--- src/rtl/accel_tilt_filter.sv ---
// Two-axis accelerometer smoother: 8-sample moving average per axis, sampled on a
// prescaled tick, with hysteretic tilt / face-down flags derived from the averages.
module accel_tilt_filter #(
   parameter int                 SAMPLE_DIV = 100000,
   parameter logic signed [15:0] THRESH     = 16'sd200,
   parameter logic signed [15:0] HYST       = 16'sd50
) (
   input  logic        clk,
   input  logic        reset,
   input  logic [15:0] Y_value,
   input  logic [15:0] Z_value,
   output logic [15:0] Y_avg,
   output logic [15:0] Z_avg,
   output logic        avg_valid,
   output logic        tilt_pos_y,
   output logic        tilt_neg_y,
   output logic        face_down,
   output logic [1:0]  dbg_state
);

   localparam int              CW      = $clog2(SAMPLE_DIV);
   localparam logic [CW-1:0]   CNT_MAX = CW'(SAMPLE_DIV - 1);
   localparam logic signed [15:0] POS_ON  = THRESH;
   localparam logic signed [15:0] POS_OFF = THRESH - HYST;
   localparam logic signed [15:0] NEG_ON  = -THRESH;
   localparam logic signed [15:0] NEG_OFF = -(THRESH - HYST);

   typedef enum logic [1:0] {S_IDLE, S_CAPTURE, S_UPDATE, S_OUTPUT} state_t;

   state_t             state_q, state_d;
   logic [CW-1:0]      cnt_q, cnt_d;
   logic [15:0]        ys_q, ys_d, zs_q, zs_d;
   logic [15:0]        win_y_q [8];
   logic [15:0]        win_y_d [8];
   logic [15:0]        win_z_q [8];
   logic [15:0]        win_z_d [8];
   logic signed [18:0] sum_y_q, sum_y_d, sum_z_q, sum_z_d;
   logic [2:0]         ptr_q, ptr_d;
   logic [3:0]         fill_q, fill_d;
   logic [15:0]        y_avg_q, y_avg_d, z_avg_q, z_avg_d;
   logic               valid_q, valid_d;
   logic               pos_q, pos_d, neg_q, neg_d, fd_q, fd_d;
   logic               tick;
   logic signed [15:0] y_new, z_new;

   assign tick  = (cnt_q == CNT_MAX);
   // New averages are taken from the sums that UPDATE just wrote.
   assign y_new = sum_y_q[18:3];
   assign z_new = sum_z_q[18:3];

   always_comb begin
      state_d = state_q;
      cnt_d   = tick ? '0 : cnt_q + 1'b1;
      ys_d    = ys_q;
      zs_d    = zs_q;
      win_y_d = win_y_q;
      win_z_d = win_z_q;
      sum_y_d = sum_y_q;
      sum_z_d = sum_z_q;
      ptr_d   = ptr_q;
      fill_d  = fill_q;
      y_avg_d = y_avg_q;
      z_avg_d = z_avg_q;
      valid_d = 1'b0;
      pos_d   = pos_q;
      neg_d   = neg_q;
      fd_d    = fd_q;
      case (state_q)
         S_IDLE: if (tick) state_d = S_CAPTURE;
         S_CAPTURE: begin
            ys_d    = Y_value;
            zs_d    = Z_value;
            state_d = S_UPDATE;
         end
         S_UPDATE: begin
            sum_y_d = sum_y_q + {{3{ys_q[15]}}, ys_q} - {{3{win_y_q[ptr_q][15]}}, win_y_q[ptr_q]};
            sum_z_d = sum_z_q + {{3{zs_q[15]}}, zs_q} - {{3{win_z_q[ptr_q][15]}}, win_z_q[ptr_q]};
            win_y_d[ptr_q] = ys_q;
            win_z_d[ptr_q] = zs_q;
            ptr_d   = ptr_q + 3'd1;
            if (fill_q != 4'd8) fill_d = fill_q + 4'd1;
            state_d = S_OUTPUT;
         end
         S_OUTPUT: begin
            if (fill_q == 4'd8) begin
               y_avg_d = y_new;
               z_avg_d = z_new;
               valid_d = 1'b1;
               if (y_new > POS_ON) pos_d = 1'b1;
               else if (y_new < POS_OFF) pos_d = 1'b0;
               if (y_new < NEG_ON) neg_d = 1'b1;
               else if (y_new > NEG_OFF) neg_d = 1'b0;
               if (z_new < NEG_ON) fd_d = 1'b1;
               else if (z_new > NEG_OFF) fd_d = 1'b0;
            end
            state_d = S_IDLE;
         end
         default: state_d = S_IDLE;
      endcase
   end

   always_ff @(posedge clk or posedge reset) begin
      if (reset) begin
         state_q <= S_IDLE;
         cnt_q   <= '0;
         ys_q    <= '0;
         zs_q    <= '0;
         for (int i = 0; i < 8; i++) begin
            win_y_q[i] <= '0;
            win_z_q[i] <= '0;
         end
         sum_y_q <= '0;
         sum_z_q <= '0;
         ptr_q   <= '0;
         fill_q  <= '0;
         y_avg_q <= '0;
         z_avg_q <= '0;
         valid_q <= 1'b0;
         pos_q   <= 1'b0;
         neg_q   <= 1'b0;
         fd_q    <= 1'b0;
      end else begin
         state_q <= state_d;
         cnt_q   <= cnt_d;
         ys_q    <= ys_d;
         zs_q    <= zs_d;
         win_y_q <= win_y_d;
         win_z_q <= win_z_d;
         sum_y_q <= sum_y_d;
         sum_z_q <= sum_z_d;
         ptr_q   <= ptr_d;
         fill_q  <= fill_d;
         y_avg_q <= y_avg_d;
         z_avg_q <= z_avg_d;
         valid_q <= valid_d;
         pos_q   <= pos_d;
         neg_q   <= neg_d;
         fd_q    <= fd_d;
      end
   end

   assign Y_avg      = y_avg_q;
   assign Z_avg      = z_avg_q;
   assign avg_valid  = valid_q;
   assign tilt_pos_y = pos_q;
   assign tilt_neg_y = neg_q;
   assign face_down  = fd_q;
   assign dbg_state  = state_q;

endmodule
--- config.mk ---
export PLATFORM = sky130hd
export DESIGN_NAME = accel_tilt_filter
export DESIGN_NICKNAME = d
export VERILOG_FILES = /design/src/rtl/accel_tilt_filter.sv
export SDC_FILE = /design/constraint.sdc
export NUM_CORES = 1
export LEC_CHECK = 0
export BUFFER_PORTS_ARGS = -buffer_cell sky130_fd_sc_hd__buf_2
export CAP_MARGIN = 25
export CORE_UTILIZATION = 50
export DETAILED_ROUTE_END_ITERATION = 10
export PLACE_DENSITY = 0.79
export SYNTH_ARGS = -nofsm -noshare
export SYNTH_HDL_FRONTEND = slang
export SYNTH_SLANG_ARGS = --single-unit
export TNS_END_PERCENT = 20
--- constraint.sdc ---
create_clock -name clk -period 15.7 [get_ports clk]
set_clock_uncertainty 0.15 [all_clocks]
set_input_delay 1.57 -clock clk [delete_from_list [all_inputs] [get_ports clk]]
set_output_delay 1.57 -clock clk [all_outputs]
set_load 0.01 [all_outputs]
==> results.toml <==
[synthesis]
synth_fp_nets = 1756
synthArstFlopShare = 1.00
synth_fa_ha_area_frac = 0.0694
synthMuxAreaShare = 0.192
syn_area_mm2 = 0.0192
synthTopCellsByArea = "dfrtp_1 (51%), mux2_2 (10%), mux4_2 (7.5%)"
synth_top_area_frac = 0.505
seq_area_frac_synth = 0.505
postSynthCellCount = 1637
synth_compound_area_frac = 0.0930
ys.warnings.count = 0
synthSimpleGateAreaFrac = 0.0755
synth.avg_cell_area_um2 = 11.7
synth_xor_xnor_area_share = 0.0214
ys_types = 69
synth-seq-cells = 388
synth_ff_type = "dfrtp_1"
synth_edf_count = 0
synth_top_cell_by_area = "dfrtp_1"
synth_top_family_by_area = "multiplexers"

[global_routing]
grt_pass1_vias = 13400
overflow = 0
grt_usage = 0.235
antenna_found_initial = 0
grt_pass1_wl_mm = 71.8
grt_max_degree = 169

[job]
cap_violations = 0

[cells_and_area]
final_cell_mix = "dfrtp_1 (385), nand2_1 (218), o21ai_0 (187)"
design_area_mm2 = 0.0216
fin_cells = 2236
insertedDiodeCount = 0
area_growth_pct = 12.2
final_nets = 1816
drive_above_1_share = 0.248
final_common_cell = "dfrtp_1"

[power]
switching_share = 0.207
ir_drop_uv = 70.0
p_per_area_mw_per_mm2 = 94.0
pwr-share-seq = 0.493
p_comb_frac = 0.013
power.internal_mw = 1.61
p_switching_uw = 421
clockPowerShare = 0.494
leakagePower_nw = 10.4

[clocking]
ctsResizeCount = 0
post_cts_buffers = 0
clock_tree.buffer_depth = 3
cts_buffers = 42
cts-htree-levels = 2
cts.sinks = 388
path_clk_slew_ns = 0.06
clockRootBuffer = "clkbuf_16"
hold_buffers = 0
clkLatencyLatePin_ns = 0.55
tritoncts = "yes"

[floorplan]
core_area_mm2 = 0.0378
start_util = 0.509
ios = 72
num_rows = 71
die_y_um = 198
die_area_mm2 = 0.0392
die_w_um = 198

[timing]
min_period_ns = 5.11
max_slew_margin = 0.357
fmax_ghz = 0.196
min_period_over_period = 0.325
finalSetupTns_ns = 0
max_slew.worst_pin.slew_ns = 0.965
fin_ws_ns = 10.59
report.final.slew_viol_count = 0
hold_viol = 0
setup_viol = 0
rsz0062_at_grt = "false"

[worst_setup_path]
startpoint_type = "flop"
worstPathArrival_ns = 5.38
critical_path_class = "flop to flop"
end_kind = "flop"
crit_fanout = 28
required_ns = 15.97

[route]
drt_first_pass_iters = 7
routedWlPerCell_um = 19.8
vias_per_cell = 5.74
ant_nets = 0
dr_total_vias = 12800
drcViolationCount = 0
drt-total-wl_mm = 44.3
drtIter0Drc = 930

[place]
hpwl_mm = 28.5
placed_cell_area_mm2 = 0.0201
dp_slack_ns = 10.45
io_buffer_count = 71
post-place-cells = 2161
routabilityCongestion = 0.894

[status]
status = "finished, final reports clean"

[min_path]
min_path_type = "flop to flop"
-- cell usage after synthesis, drive strengths merged, types with 23 or more instances --
cell	n
buf	23
fa	36
nand2	219
a21oi	38
o21ai	203
xnor2	25
nor2	32
mux2	185
ha	49
mux4	64
clkbuf	57
dfrtp	388
inv	135
-- cell type report --
type	instances	area [um^2]
Tap cell	511	639
Clock inverter	12	148
Fill cell	3005	16200
Sequential cell	388	9720
Clock buffer	60	1250
Multi-Input combinational cell	1034	8700
Timing Repair Buffer	96	608
Inverter	135	514
-- kinds of logic after synthesis --
family / after synthesis
adders and majority gates: 85
DFF: 388
AOI/OAI and AO/OA: 307
muxes: 265
and+or+nand+nor: 330
xor gates and xnor gates: 47
buffers and inverters: 215
-- power groups by stage --
stage,sequential [mW],combinational (mW),clock [mW]
after global placement,1.02,0.0251,0
after floorplan,1.02,0.0144,0
after CTS,1.00,0.0257,1.01
final,1.00,0.0258,1.00
after detailed placement,1.02,0.0256,0
after global routing,0.999,0.0305,1.05
-- state kept, by name, summed over array words and instances, names as in the netlist, 3 cells and up --
register and flops:
win_y_q 128, zs_q 16, ptr_q 3, Y_avg 16, cnt_q 17, fill_q 4
sum_y_q 19, sum_z_q 19, Z_avg 16, ys_q 16, win_z_q 128
-- worst max-delay path: stages (launching register included) --
cell	delay, ns
dfrtp_4	0.70
buf_4	0.51
buf_12	0.31
mux4_2	0.53
mux2_2	0.29
fa_1	0.37
inv_1	0.07
ha_1	0.32
a2111o_1	0.51
a31oi_1	0.31
o21ai_2	0.16
a31o_4	0.27
a21boi_1	0.18
o211ai_2	0.12
xor2_1	0.16
-- path summary, 6_finish.rpt --
kind                             startpoint      endpoint  slack (ns)  cells after the start
max in group asynchronous             reset     cnt_q[13]       12.93                      5
worst max-delay path               ptr_q[0]   sum_z_q[18]       10.59                     14
worst min register to register  win_y_q[75]   win_y_q[75]        0.32                      2
min in group asynchronous             reset  win_z_q[108]        0.78                      2
worst max register to register     ptr_q[0]   sum_z_q[18]       10.59                     14
worst min-delay path            win_y_q[75]   win_y_q[75]        0.32                      2
-- metal layers --
layer  vias up  global-route usage  routed length [um]
li1       5793                   -                   -
met1      6605               0.316               19200
met2       348               0.392               21600
met3        85              0.0346                2190
met4         0              0.0813                1280
met5         -                   0                   0
-- stage by stage --
stage                     hold WS [ns]   util  power, mW
final                            0.323  0.571       2.03
after global routing             0.342  0.571       2.08
after CTS                        0.327  0.569       2.04
after detailed placement         0.313  0.532       1.04
after global placement           0.304  0.532       1.04
after floorplan                  0.288      -       1.03
Power figures use the tool's default switching activity.
